==> config.mk <==
export PLATFORM = sky130hd
export DESIGN_NAME = mem_arbiter_pipeline_flat
export DESIGN_NICKNAME = d
export VERILOG_FILES = /design/src/rtl/pipeline_pkg.sv /design/src/rtl/mem_arbiter_pipeline_if.sv /design/src/rtl/mem_arb_wait_ctr.sv /design/src/rtl/mem_arbiter_pipeline.sv /design/src/flat_wrapper.sv
export SDC_FILE = /design/constraint.sdc
export NUM_CORES = 1
export LEC_CHECK = 0
export CORE_MARGIN = 1
export CORE_UTILIZATION = 44
export CTS_CLUSTER_SIZE = 25
export DETAILED_ROUTE_END_ITERATION = 8
export PLACE_DENSITY_LB_ADDON = 0.05
export SLEW_MARGIN = 20
export SYNTH_ARGS = -nofsm -noshare
export SYNTH_HDL_FRONTEND = slang
export SYNTH_SLANG_ARGS = --single-unit
==> constraint.sdc <==
create_clock -name clk_i -period 9.9 [get_ports clk_i]
set_clock_uncertainty 0.2 [all_clocks]
set_input_delay 1.98 -clock clk_i [delete_from_list [all_inputs] [get_ports clk_i]]
set_output_delay 1.98 -clock clk_i [all_outputs]
set_load 0.05 [all_outputs]
==> src/rtl/pipeline_pkg.sv <==
// Shared types for the memory arbiter: FSM states, bus owner, func3 mem_op codes.
package pipeline_pkg;

  typedef enum logic [1:0] {IDLE, IF_BUSY, LSU_BUSY} arb_state_e;
  typedef enum logic {OWN_IF, OWN_LSU} owner_e;

  localparam logic [2:0] MEM_LB  = 3'b000;
  localparam logic [2:0] MEM_LH  = 3'b001;
  localparam logic [2:0] MEM_LW  = 3'b010;
  localparam logic [2:0] MEM_LBU = 3'b100;
  localparam logic [2:0] MEM_LHU = 3'b101;
  localparam logic [2:0] MEM_SB  = 3'b000;
  localparam logic [2:0] MEM_SH  = 3'b001;
  localparam logic [2:0] MEM_SW  = 3'b010;

  typedef struct packed {
    logic       we;
    logic [2:0] op;
  } bus_ctl_t;

endpackage

==> src/rtl/mem_arbiter_pipeline_if.sv <==
// IF / LSU / memory-bus signal bundle; slave = arbiter view, master = core+memory view.
interface mem_arbiter_pipeline_if #(
  parameter int ADDR_W = 32,
  parameter int DATA_W = 32
);
  logic              if_req_i, if_gnt_o, if_rvalid_o;
  logic [ADDR_W-1:0] if_addr_i;
  logic [DATA_W-1:0] if_rdata_o;
  logic              lsu_req_i, lsu_we_i, lsu_gnt_o, lsu_rvalid_o;
  logic [2:0]        lsu_op_i;
  logic [ADDR_W-1:0] lsu_addr_i;
  logic [DATA_W-1:0] lsu_wdata_i, lsu_rdata_o;
  logic              mem_req_o, mem_we_o, mem_ack_i;
  logic [2:0]        mem_op_o;
  logic [ADDR_W-1:0] mem_addr_o;
  logic [DATA_W-1:0] mem_wdata_o, mem_rdata_i;
  logic              stall_if_o, err_o;

  modport slave (
    input  if_req_i, if_addr_i, lsu_req_i, lsu_we_i, lsu_op_i, lsu_addr_i, lsu_wdata_i,
           mem_ack_i, mem_rdata_i,
    output if_gnt_o, if_rvalid_o, if_rdata_o, lsu_gnt_o, lsu_rvalid_o, lsu_rdata_o,
           mem_req_o, mem_we_o, mem_op_o, mem_addr_o, mem_wdata_o, stall_if_o, err_o
  );

  modport master (
    output if_req_i, if_addr_i, lsu_req_i, lsu_we_i, lsu_op_i, lsu_addr_i, lsu_wdata_i,
           mem_ack_i, mem_rdata_i,
    input  if_gnt_o, if_rvalid_o, if_rdata_o, lsu_gnt_o, lsu_rvalid_o, lsu_rdata_o,
           mem_req_o, mem_we_o, mem_op_o, mem_addr_o, mem_wdata_o, stall_if_o, err_o
  );
endinterface

==> src/rtl/mem_arb_wait_ctr.sv <==
// Busy-cycle counter for the arbiter; flags the MAX_WAIT-th busy cycle as a timeout.
module mem_arb_wait_ctr #(
  parameter int MAX_WAIT = 15
) (
  input  logic clk_i,
  input  logic rst_i,
  input  logic clr,
  input  logic en,
  output logic timeout
);
  localparam int CW = $clog2(MAX_WAIT + 1);
  localparam logic [CW-1:0] LAST = CW'(MAX_WAIT - 1);

  logic [CW-1:0] cnt;

  always_ff @(posedge clk_i or posedge rst_i) begin
    if (rst_i)    cnt <= '0;
    else if (clr) cnt <= '0;
    else if (en)  cnt <= cnt + 1'b1;
  end

  // cnt counts completed busy cycles, so the MAX_WAIT-th busy cycle sees MAX_WAIT-1
  assign timeout = en && (cnt == LAST);
endmodule

==> src/rtl/mem_arbiter_pipeline.sv <==
// IF/LSU arbiter for the single memory port. Define MEM_ARB_TIMEOUT_EN to enable
// the busy-wait timeout abort (err_o pulse, rvalid with zero data).
module mem_arbiter_pipeline
  import pipeline_pkg::*;
#(
  parameter int ADDR_W        = 32,
  parameter int DATA_W        = 32,
  parameter int MAX_WAIT      = 15,
  parameter int IF_STARVE_LIM = 2
) (
  input logic                   clk_i,
  input logic                   rst_i,
  mem_arbiter_pipeline_if.slave bus
);
  localparam int SW = (IF_STARVE_LIM > 0) ? $clog2(IF_STARVE_LIM + 1) : 1;
  localparam logic [SW-1:0] STARVE_MAX = SW'(IF_STARVE_LIM);

  arb_state_e        state;
  owner_e            owner;
  bus_ctl_t          ctl_q;
  logic [ADDR_W-1:0] addr_q;
  logic [DATA_W-1:0] wdata_q, if_rdata_q, lsu_rdata_q, rsp_data;
  logic              mem_req_q, if_rvalid_q, lsu_rvalid_q, err_q;
  logic [SW-1:0]     starve_cnt;
  logic              idle, if_force, lsu_win, if_win, timeout;

  assign idle     = (state == IDLE);
  assign owner    = (state == LSU_BUSY) ? OWN_LSU : OWN_IF;
  // IF overrides LSU priority once it has lost IF_STARVE_LIM arbitrations in a row
  assign if_force = bus.if_req_i && (starve_cnt == STARVE_MAX);
  assign lsu_win  = idle && !rst_i && bus.lsu_req_i && !if_force;
  assign if_win   = idle && !rst_i && bus.if_req_i && !lsu_win;
  assign rsp_data = bus.mem_ack_i ? bus.mem_rdata_i : '0;

`ifdef MEM_ARB_TIMEOUT_EN
  mem_arb_wait_ctr #(.MAX_WAIT(MAX_WAIT)) u_wait (
    .clk_i   (clk_i),
    .rst_i   (rst_i),
    .clr     (if_win || lsu_win),
    .en      (!idle),
    .timeout (timeout)
  );
`else
  assign timeout = 1'b0;
`endif

  always_ff @(posedge clk_i or posedge rst_i) begin
    if (rst_i) begin
      state        <= IDLE;
      ctl_q        <= '0;
      addr_q       <= '0;
      wdata_q      <= '0;
      if_rdata_q   <= '0;
      lsu_rdata_q  <= '0;
      mem_req_q    <= 1'b0;
      if_rvalid_q  <= 1'b0;
      lsu_rvalid_q <= 1'b0;
      err_q        <= 1'b0;
      starve_cnt   <= '0;
    end else begin
      if_rvalid_q  <= 1'b0;
      lsu_rvalid_q <= 1'b0;
      err_q        <= 1'b0;
      case (state)
        IDLE: begin
          if (lsu_win) begin
            state     <= LSU_BUSY;
            mem_req_q <= 1'b1;
            ctl_q     <= '{we: bus.lsu_we_i, op: bus.lsu_op_i};
            addr_q    <= bus.lsu_addr_i;
            wdata_q   <= bus.lsu_wdata_i;
            if (!bus.if_req_i)               starve_cnt <= '0;
            else if (starve_cnt != STARVE_MAX) starve_cnt <= starve_cnt + 1'b1;
          end else if (if_win) begin
            state      <= IF_BUSY;
            mem_req_q  <= 1'b1;
            ctl_q      <= '{we: 1'b0, op: MEM_LW};
            addr_q     <= bus.if_addr_i;
            wdata_q    <= '0;
            starve_cnt <= '0;
          end
        end
        default: begin
          // ack beats a same-cycle timeout; a timeout completes with zero data
          if (bus.mem_ack_i || timeout) begin
            state     <= IDLE;
            mem_req_q <= 1'b0;
            err_q     <= !bus.mem_ack_i;
            if (owner == OWN_IF) begin
              if_rvalid_q <= 1'b1;
              if_rdata_q  <= rsp_data;
            end else begin
              lsu_rvalid_q <= 1'b1;
              if (!ctl_q.we) lsu_rdata_q <= rsp_data;
            end
          end
        end
      endcase
    end
  end

  assign bus.if_gnt_o     = if_win;
  assign bus.lsu_gnt_o    = lsu_win;
  assign bus.if_rvalid_o  = if_rvalid_q;
  assign bus.if_rdata_o   = if_rdata_q;
  assign bus.lsu_rvalid_o = lsu_rvalid_q;
  assign bus.lsu_rdata_o  = lsu_rdata_q;
  assign bus.mem_req_o    = mem_req_q;
  assign bus.mem_we_o     = ctl_q.we;
  assign bus.mem_op_o     = ctl_q.op;
  assign bus.mem_addr_o   = addr_q;
  assign bus.mem_wdata_o  = wdata_q;
  assign bus.err_o        = err_q;
  assign bus.stall_if_o   = !rst_i && ((bus.if_req_i && !if_win) || (state == IF_BUSY));
endmodule

==> src/flat_wrapper.sv <==
// flat-port wrapper written by rule: the top's interface ports become plain ports
module mem_arbiter_pipeline_flat import pipeline_pkg::*;
#(
  parameter int ADDR_W        = 32,
  parameter int DATA_W        = 32,
  parameter int MAX_WAIT      = 15,
  parameter int IF_STARVE_LIM = 2
)
  (clk_i, rst_i, bus_if_req_i, bus_if_addr_i, bus_lsu_req_i, bus_lsu_we_i, bus_lsu_op_i, bus_lsu_addr_i, bus_lsu_wdata_i, bus_mem_ack_i, bus_mem_rdata_i, bus_if_gnt_o, bus_if_rvalid_o, bus_if_rdata_o, bus_lsu_gnt_o, bus_lsu_rvalid_o, bus_lsu_rdata_o, bus_mem_req_o, bus_mem_we_o, bus_mem_op_o, bus_mem_addr_o, bus_mem_wdata_o, bus_stall_if_o, bus_err_o);
  mem_arbiter_pipeline_if #(.ADDR_W(ADDR_W), .DATA_W(DATA_W)) bus_i ();
  input logic clk_i;
  input logic rst_i;
  input wire logic [$bits(bus_i.if_req_i)-1:0] bus_if_req_i;
  input wire logic [$bits(bus_i.if_addr_i)-1:0] bus_if_addr_i;
  input wire logic [$bits(bus_i.lsu_req_i)-1:0] bus_lsu_req_i;
  input wire logic [$bits(bus_i.lsu_we_i)-1:0] bus_lsu_we_i;
  input wire logic [$bits(bus_i.lsu_op_i)-1:0] bus_lsu_op_i;
  input wire logic [$bits(bus_i.lsu_addr_i)-1:0] bus_lsu_addr_i;
  input wire logic [$bits(bus_i.lsu_wdata_i)-1:0] bus_lsu_wdata_i;
  input wire logic [$bits(bus_i.mem_ack_i)-1:0] bus_mem_ack_i;
  input wire logic [$bits(bus_i.mem_rdata_i)-1:0] bus_mem_rdata_i;
  output wire logic [$bits(bus_i.if_gnt_o)-1:0] bus_if_gnt_o;
  output wire logic [$bits(bus_i.if_rvalid_o)-1:0] bus_if_rvalid_o;
  output wire logic [$bits(bus_i.if_rdata_o)-1:0] bus_if_rdata_o;
  output wire logic [$bits(bus_i.lsu_gnt_o)-1:0] bus_lsu_gnt_o;
  output wire logic [$bits(bus_i.lsu_rvalid_o)-1:0] bus_lsu_rvalid_o;
  output wire logic [$bits(bus_i.lsu_rdata_o)-1:0] bus_lsu_rdata_o;
  output wire logic [$bits(bus_i.mem_req_o)-1:0] bus_mem_req_o;
  output wire logic [$bits(bus_i.mem_we_o)-1:0] bus_mem_we_o;
  output wire logic [$bits(bus_i.mem_op_o)-1:0] bus_mem_op_o;
  output wire logic [$bits(bus_i.mem_addr_o)-1:0] bus_mem_addr_o;
  output wire logic [$bits(bus_i.mem_wdata_o)-1:0] bus_mem_wdata_o;
  output wire logic [$bits(bus_i.stall_if_o)-1:0] bus_stall_if_o;
  output wire logic [$bits(bus_i.err_o)-1:0] bus_err_o;
  assign bus_i.if_req_i = bus_if_req_i;
  assign bus_i.if_addr_i = bus_if_addr_i;
  assign bus_i.lsu_req_i = bus_lsu_req_i;
  assign bus_i.lsu_we_i = bus_lsu_we_i;
  assign bus_i.lsu_op_i = bus_lsu_op_i;
  assign bus_i.lsu_addr_i = bus_lsu_addr_i;
  assign bus_i.lsu_wdata_i = bus_lsu_wdata_i;
  assign bus_i.mem_ack_i = bus_mem_ack_i;
  assign bus_i.mem_rdata_i = bus_mem_rdata_i;
  assign bus_if_gnt_o = bus_i.if_gnt_o;
  assign bus_if_rvalid_o = bus_i.if_rvalid_o;
  assign bus_if_rdata_o = bus_i.if_rdata_o;
  assign bus_lsu_gnt_o = bus_i.lsu_gnt_o;
  assign bus_lsu_rvalid_o = bus_i.lsu_rvalid_o;
  assign bus_lsu_rdata_o = bus_i.lsu_rdata_o;
  assign bus_mem_req_o = bus_i.mem_req_o;
  assign bus_mem_we_o = bus_i.mem_we_o;
  assign bus_mem_op_o = bus_i.mem_op_o;
  assign bus_mem_addr_o = bus_i.mem_addr_o;
  assign bus_mem_wdata_o = bus_i.mem_wdata_o;
  assign bus_stall_if_o = bus_i.stall_if_o;
  assign bus_err_o = bus_i.err_o;
  mem_arbiter_pipeline #(.ADDR_W(ADDR_W), .DATA_W(DATA_W), .MAX_WAIT(MAX_WAIT), .IF_STARVE_LIM(IF_STARVE_LIM)) u_core (.clk_i(clk_i), .rst_i(rst_i), .bus(bus_i));
endmodule
==> flow_summary.toml, run 1 <==
[status]
status = "finished clean"

[synthesis]
syn_nets = 574
synth_cells = 436
yosysSeqAreaShare = 0.6057
ys_ff_latch = 139
syn_avg_cell_area_um2 = 13.17
synth_cell_types = 31
synth_area_um2 = 5743
yosys_warnings = 0

[cts]
insertion_delay_ns = 0.42
cts_tree = "built"
holdBufCountCts = 0
tritoncts.num_buffers = 17
clkSinkCount = 139
ctsHtreeMaxLevel = 4
post_cts_buffers = 0
clkTransAtPathRegs_ns = 0.05
clk_path_buf_depth = 2
cts-root-buf = "clkbuf_16"
cts_resized = 0

[global_routing]
grt_use_met3 = 0.07836
grt_busiest_layer = "met2"
grt_pass1_wl_um = 24410
grt_overflow = 0
grt_pass1_vias = 4716
antenna_found_initial = 0
track_usage = 0.2423
grt_max_degree = 75
grtUsageMet2 = 0.4020
use_met1 = 0.2839

[sta]
hold_viol_final = 0
finalSetupTns_ns = 0
relSlewSlack = 0.2582
rsz0062_at_grt = "false"
drv_slew = 0
tightest_slew_ns = 1.113
setup_viol = 0
fin_crit_sh = 0.7150
fmax_mhz = 141.3
timing.hold.ws_ns = 0.2989
min_period_ns = 7.079

[final_layout]
final_common_cell = "clkdlybuf4s50_1"
seqCellArea_um2 = 3478
multiInputGateArea_um2 = 2039
syn2layout_area_growth_pct = 60.44
fillers = 905
diodes = 0
final_cell_mix = "clkdlybuf4s50_1 (274), dfrtp_1 (139), a22o_1 (35)"
final_nets = 836
final_layout_size_suffix_gt1_frac = 0.1561

[setup_path]
rr_worst_depth = 3
path_max_fanout = 37
required_ns = 7.72
cp.arrival_ns = 4.90
crit_type = "in2out"
critPathLaunch = "rst_i"
endpoint = "bus_lsu_gnt_o"
rrSetupSlack_ns = 7.46
r2r-end = "u_core.bus.mem_wdata_o[26]"
cp-end-kind = "primary output"
r2r_start = "u_core.state[1]"
cp-start-kind = "input port"

[pwr]
pwr-share-comb = 0.510
intPower_w = 0.001860
swShare = 0.4319
peakVddDrop_mv = 0.1560
p_per_area_nw_per_um2 = 355.4
pwr-share-clk = 0.211
leakagePower_nw = 3.878
p_seq_frac = 0.279
switching_power_w = 0.001414

[placed_design]
io_buffers = 274
dp_hpwl_um = 11080
routabilityCongestion = 0.8507

[die]
num_rows = 41
io_pins = 276
start_util = 0.4532
die_h_um = 116.2
die_area_um2 = 13510
fp.dieW_um = 116.2
core_um2 = 12670

[drt]
drtIter0Drc = 314
drc = 0
routedWlPerCell_um = 18.12
final_antenna_net_count = 0
dr_total_vias = 4654
drt_pass1_iterations = 4
wirelength_um = 16000
viasPerCell = 5.271

[run]
max_cap_viol_count = 0

[hold_path]
min_path_type = "reg2reg"
## synthesized netlist by cell type
cell | n | area, um^2
nand2_1 | 4 | 15.01
buf_4 | 1 | 7.510
ha_1 | 1 | 12.51
a21o_1 | 2 | 15.01
nand2b_1 | 2 | 12.51
o2bb2ai_1 | 1 | 8.760
nor2_8 | 1 | 20.02
a21oi_1 | 33 | 165.2
a31oi_1 | 32 | 200.2
a22o_1 | 35 | 306.5
buf_2 | 15 | 75.07
and2_1 | 1 | 6.260
and3_1 | 1 | 6.260
a21bo_2 | 2 | 20.02
mux2_4 | 30 | 450.4
or3_1 | 1 | 6.260
and3b_1 | 1 | 8.760
clkbuf_1 | 15 | 56.30
conb_1 | 1 | 3.750
mux2_2 | 34 | 382.9
o32a_1 | 1 | 10.01
buf_6 | 8 | 90.09
nor3_2 | 1 | 10.01
a21boi_1 | 1 | 7.510
or2_0 | 1 | 6.260
nor2b_1 | 1 | 6.260
dfrtp_1 | 139 | 3478
mux2i_1 | 1 | 10.01
nand3_1 | 33 | 165.2
o21ai_0 | 33 | 165.2
inv_1 | 4 | 15.01
## worst min-delay path by stage
stage               depth (start not counted)  slack (ns)                  startpoint                          to
floorplan                                   1        0.26        u_core.starve_cnt[1]        u_core.starve_cnt[1]
global placement                            2        0.27        u_core.bus.mem_req_o        u_core.bus.mem_req_o
detailed placement                          1        0.28  u_core.bus.mem_wdata_o[29]  u_core.bus.mem_wdata_o[29]
CTS                                         1        0.30  u_core.bus.mem_wdata_o[22]  u_core.bus.mem_wdata_o[22]
global route                                1        0.31   u_core.bus.if_rdata_o[16]   u_core.bus.if_rdata_o[16]
finish                                      1        0.30  u_core.bus.mem_wdata_o[22]  u_core.bus.mem_wdata_o[22]
## sequential cells by signal, indices dropped and copies added, names as in the netlist
register / cells
u_core.bus.if_rdata_o: 32
u_core.bus.lsu_rdata_o: 32
u_core.bus.mem_addr_o: 32
u_core.bus.mem_wdata_o: 32
u_core.bus.mem_op_o: 3
u_core.starve_cnt: 2
u_core.state: 2
u_core.bus.if_rvalid_o: 1
u_core.bus.lsu_rvalid_o: 1
u_core.bus.mem_req_o: 1
u_core.bus.mem_we_o: 1
## kinds of logic after synthesis
logic type	count (synthesis)	synth area share
AOI/OAI and AO/OA	140	0.1564
buffers and inverters	43	0.04248
other	1	0.0006530
and+or+nand+nor	47	0.04575
adders and majority gates	1	0.002178
muxes	65	0.1468
DFF	139	0.6057
## through the flow
step	area (um^2)	instances	total power (W)	utilization	setup WS, ns
after floorplan	5743	436	0.002001	-	3.995
after global placement	8547	850	0.002567	0.6745	2.863
after detailed placement	8547	850	0.002592	0.6745	2.808
after CTS	9198	882	0.003296	0.7259	2.824
after global routing	9214	883	0.003406	0.7272	2.713
final	9214	883	0.003274	0.7272	2.821
## critical path, cell delays in order
cell,delay (ns)
clkdlybuf4s50_1,0.56
or3_1,0.84
nor2_8,0.60
clkdlybuf4s50_1,0.90
## layer usage
layer / routed length (um) / vias up
met3: 1292 / 34
met5: 0 / -
met2: 7945 / 213
met1: 6324 / 2271
met4: 439 / 0
li1: - / 2136
## layout make-up
cell class / count / area share
well taps: 172 / 0.02336
multi-input cells: 254 / 0.2213
flip-flops and latches: 139 / 0.3775
inverters: 4 / 0.002173
clock inverters: 12 / 0.02105
repair buffers: 282 / 0.3050
clock buffers: 20 / 0.04957
## power by group through the flow
stage	logic, W	registers (W)	clock network, W
floorplan	0.000321	0.00168	0
global placement	0.00166	0.000910	0
detailed placement	0.00167	0.000918	0
CTS	0.00168	0.000915	0.000703
global route	0.00174	0.000940	0.000729
finish	0.00167	0.000914	0.000691
No activity file was read; power rests on OpenSTA's default activity.
==> inputs of run 2 (changes only) <==
- CORE_UTILIZATION: 44 -> 41
- clock period: 9.9 -> 6.9 ns (I/O delays scaled with it)
==> run 2 against run 1 <==
First-iteration DRC count shrank 5.4%; sequential power grew 43%; combinational power is 43% higher; wire length is 0.79% higher; register-to-register slack worse by 3.2 ns; clock power rose by 30%; design area fell by 0.81%; hold slack lost 0.012 ns; via count fell by 0.54%; highest routed layer unchanged.
==> flow_summary.toml, run 2 (synthesized netlist as in run 1, its figures left out) <==
[die]
die_area_um2 = 14480
io_pins = 276
num_rows = 42
core_um2 = 13450
start_util = 0.4269
die_h_um = 120.4
fp.dieW_um = 120.4

[global_routing]
use_met1 = 0.2703
grt_pass1_vias = 4734
grtUsageMet2 = 0.3603
grt_overflow = 0
antenna_found_initial = 0
grt_busiest_layer = "met2"
track_usage = 0.2245
grt_pass1_wl_um = 24860
grt_max_degree = 84
grt_use_met3 = 0.07264

[setup_path]
critPathMaxStageDelay_ns = 0.81
slowest_stage = "clkdlybuf4s50_1"
crit_type = "in2out"
cp-end-kind = "primary output"
path_buf_inv = 2
cp.arrival_ns = 3.76
required_ns = 5.32
cp_top_family = "buffers and inverters"
worst-path-stages = 4
rr_worst_depth = 4
crit_top_cell = "clkdlybuf4s50_1"
worstPathCellList = "clkdlybuf4s50_1 > or3_2 > nor2_8 > clkdlybuf4s50_1"
path_max_fanout = 34
critPathLaunch = "rst_i"
r2r_start = "u_core.state[1]"
endpoint = "bus_lsu_gnt_o"
rrSetupSlack_ns = 4.27
r2r-end = "u_core.bus.mem_wdata_o[27]"
cp-start-kind = "input port"

[sta]
timing.hold.ws_ns = 0.2864
fin_ws_ns = 1.562
drv_slew = 0
hold_viol_final = 0
fmax_mhz = 187.3
tightest_slew_ns = 0.7335
relSlewSlack = 0.5110
setup_viol = 0
fin_crit_sh = 0.7737
finalSetupTns_ns = 0
min_period_ns = 5.338
rsz0062_at_grt = "false"

[final_layout]
fillers = 1041
final_cell_mix = "clkdlybuf4s50_1 (274), dfrtp_1 (139), a22o_1 (35)"
final_nets = 834
final_layout_size_suffix_gt1_frac = 0.1580
diodes = 0
multiInputGateArea_um2 = 2043
syn2layout_area_growth_pct = 59.13
final_common_cell = "clkdlybuf4s50_1"
seqCellArea_um2 = 3478

[cts]
cts_tree = "built"
tritoncts.num_buffers = 17
insertion_delay_ns = 0.41
clk_path_buf_depth = 2
clkSinkCount = 139
cts_resized = 0
post_cts_buffers = 0
clkTransAtPathRegs_ns = 0.05
ctsHtreeMaxLevel = 4
cts-root-buf = "clkbuf_16"
holdBufCountCts = 0

[run]
max_cap_viol_count = 0

[pwr]
p_per_area_nw_per_um2 = 503.3
leakagePower_nw = 3.844
peakVddDrop_mv = 0.2309

[drt]
final_antenna_net_count = 0
dr_total_vias = 4629
drc = 0
wirelength_um = 16130
drt_pass1_iterations = 4
drtIter0Drc = 297
viasPerCell = 5.231
routedWlPerCell_um = 18.22

[hold_path]
min_path_type = "reg2reg"

[placed_design]
io_buffers = 274
place_ws_ns = 1.452
routabilityCongestion = 0.7839
dp_hpwl_um = 10920

[status]
status = "finished clean"
run 2: how the worst min path moves through the flow:
| stage | start | to | slack (ns) | depth (start not counted) |
|---|---|---|---|---|
| 2_1_floorplan | u_core.starve_cnt[1] | u_core.starve_cnt[1] | 0.26 | 1 |
| 3_5_place_dp | u_core.bus.mem_req_o | u_core.bus.mem_req_o | 0.27 | 2 |
| 6_report | u_core.bus.mem_req_o | u_core.bus.mem_req_o | 0.29 | 2 |
| 5_1_grt | u_core.bus.mem_req_o | u_core.bus.mem_req_o | 0.30 | 2 |
| 3_3_place_gp | u_core.bus.mem_req_o | u_core.bus.mem_req_o | 0.26 | 2 |
| 4_1_cts | u_core.bus.mem_req_o | u_core.bus.mem_req_o | 0.29 | 2 |
run 2: cell type report:
class / count / area share
Sequential cell: 139 / 0.3806
Timing Repair Buffer: 280 / 0.3050
Multi-Input combinational cell: 254 / 0.2236
Clock buffer: 21 / 0.05148
Tap cell: 176 / 0.02410
Clock inverter: 11 / 0.01301
Inverter: 4 / 0.002191
run 2: worst register-to-register path: stages, from the launching register on:
cell     delay (ns)
dfrtp_1        0.45
nor3_4         0.34
buf_4          0.57
nand2_2        0.59
a22o_1         0.37
run 2: per-stage QoR:
stage / cell area [um^2] / total power (W) / utilization / cells
floorplan: 5743 / 0.002871 / - / 436
global placement: 8544 / 0.003683 / 0.6351 / 853
detailed placement: 8548 / 0.003716 / 0.6354 / 853
CTS: 9138 / 0.004632 / 0.6792 / 885
global route: 9139 / 0.004772 / 0.6793 / 885
finish: 9139 / 0.004599 / 0.6793 / 885
run 2: power by group:
part / switching, W / total [W] / internal, W
Clock: 0.000342 / 0.000901 / 0.000559
Sequential: 0.000179 / 0.00131 / 0.00113
Combinational: 0.00151 / 0.00239 / 0.000875
Total: 0.00203 / 0.00460 / 0.00257
run 2: routing by layer:
| metal | part of all wire | vias to the layer above | wire length, um |
|---|---|---|---|
| met1 | 0.41 | 2264 | 6567 |
| met4 | 0.032 | 0 | 520 |
| met5 | 0 | - | 0 |
| li1 | - | 2128 | - |
| met3 | 0.078 | 30 | 1264 |
| met2 | 0.48 | 207 | 7774 |
==> inputs of run 3 (changes only) <==
- CORE_UTILIZATION: 41 -> 37
- clock period: 6.9 -> 4.3 ns (I/O delays scaled with it)
==> run 3 against run 2 <==
Combinational power up 61%; cell count up 2.0%; register-to-register slack worse by 2.6 ns; sequential share of layout area down 0.68 points; non-clock buffer count up 6; global-route usage down 2.1 points.
==> flow_summary.toml, run 3 (synthesized netlist as in run 1, its figures left out) <==
[final_layout]
final_layout_size_suffix_gt1_frac = 0.1650
final_common_cell = "clkdlybuf4s50_1"
fillers = 1259
postLayoutCoreUtil = 0.6120
diodes = 0
final_cell_mix = "clkdlybuf4s50_1 (271), dfrtp_1 (139), a22o_1 (35)"
syn2layout_area_growth_pct = 62.00
final_nets = 840

[die]
io_pins = 276
die_h_um = 126.6
core_um2 = 15200
num_rows = 45
fp.dieW_um = 126.6
die_area_um2 = 16020
start_util = 0.3778

[global_routing]
grt_max_degree = 68
track_usage = 0.2036
grt_overflow = 0
grt_pass1_wl_um = 24910
antenna_found_initial = 0
grt_pass1_vias = 4722

[setup_path]
rr_worst_depth = 5
endpoint = "bus_lsu_gnt_o"
rrSetupSlack_ns = 1.67
crit_type = "in2out"
cp-end-kind = "primary output"
critPathLaunch = "bus_if_req_i"
cp-start-kind = "input port"
path_max_fanout = 37
cp.arrival_ns = 2.58
required_ns = 3.24
r2r-end = "u_core.bus.mem_op_o[1]"
r2r_start = "u_core.state[1]"

[sta]
fmax_mhz = 274.4
relSlewSlack = 0.4309
min_period_ns = 3.645
rsz0062_at_grt = "false"
timing.hold.ws_ns = 0.2824
finalSetupTns_ns = 0
tightest_slew_ns = 0.8518
fin_crit_sh = 0.8476
setup_viol = 0
hold_viol_final = 0
drv_slew = 0

[cts]
cts_resized = 0
post_cts_buffers = 0
clkSinkCount = 139
clkTransAtPathRegs_ns = 0.06
insertion_delay_ns = 0.41
holdBufCountCts = 0
cts-root-buf = "clkbuf_16"
clk_path_buf_depth = 2
tritoncts.num_buffers = 17
cts_tree = "built"
ctsHtreeMaxLevel = 4

[drt]
dr_total_vias = 4663
final_antenna_net_count = 0
drtIter0Drc = 250
wirelength_um = 16160
routedWlPerCell_um = 17.89
drc = 0
viasPerCell = 5.164
drt_pass1_iterations = 5

[hold_path]
min_path_type = "reg2reg"
hold_path_depth = 2

[run]
max_cap_viol_count = 0

[placed_design]
io_buffers = 274
dp_hpwl_um = 11130
routabilityCongestion = 0.8224

[pwr]
leakagePower_nw = 3.913
p_per_area_nw_per_um2 = 816.4
peakVddDrop_mv = 0.3665

[status]
status = "finished clean"
## run 3: cell types whose count changed in the layout (fill, tap and decap cells not counted), moves of 2 or more
cell,delta
clkinv_2,-2
buf_4,+6
clkdlybuf4s50_1,-3
clkbuf_8,-3
bufinv_16,+4
clkinvlp_4,+2
buf_12,+3
## run 3: worst min path at each step
stage                                           from                          to  slack (ns)
after floorplan                 u_core.starve_cnt[1]        u_core.starve_cnt[1]        0.26
after global placement          u_core.bus.mem_req_o        u_core.bus.mem_req_o        0.26
after detailed placement  u_core.bus.mem_wdata_o[11]  u_core.bus.mem_wdata_o[11]        0.28
after CTS                       u_core.bus.mem_req_o        u_core.bus.mem_req_o        0.30
after global routing        u_core.bus.if_rdata_o[9]    u_core.bus.if_rdata_o[9]        0.31
final                           u_core.bus.mem_req_o        u_core.bus.mem_req_o        0.28
## run 3: routing by layer
metal	share of wire	vias to the layer above	GRT usage
met4	0.017	0	0.07867
li1	-	2144	-
met2	0.50	178	0.3445
met3	0.063	18	0.06748
met1	0.42	2323	0.2396
met5	0	-	0
## run 3: metrics by stage
step	cell area [um^2]	setup WS, ns	power (W)	instances
floorplan	5747	1.229	0.004608	436
global placement	8633	0.6842	0.005931	871
detailed placement	8633	0.6408	0.005970	871
CTS	9304	0.6383	0.007659	903
global route	9304	0.5424	0.007885	903
finish	9304	0.6553	0.007596	903
## run 3: layout make-up
cell class / instances / area (um^2) / area share
clock buffer: 17 / 425.4 / 0.04572
clock inverter: 15 / 245.2 / 0.02636
inverter: 4 / 18.77 / 0.002017
multi-input combinational: 254 / 2038 / 0.2191
sequential: 139 / 3478 / 0.3739
tap: 188 / 235.2 / 0.02528
timing repair buffer: 286 / 2863 / 0.3077
## run 3: power by group
group	total, W	leakage, nW	switching, W	internal (W)
Clock	0.00166	0.324	0.000568	0.00109
Combinational	0.00384	1.93	0.00242	0.00141
Sequential	0.00210	1.66	0.000284	0.00182
## run 3: critical path, cell delays in order
cell and delay, ns:
clkdlybuf4s50_1 0.50, a21bo_2 0.48, nor2_8 0.52, buf_12 0.21
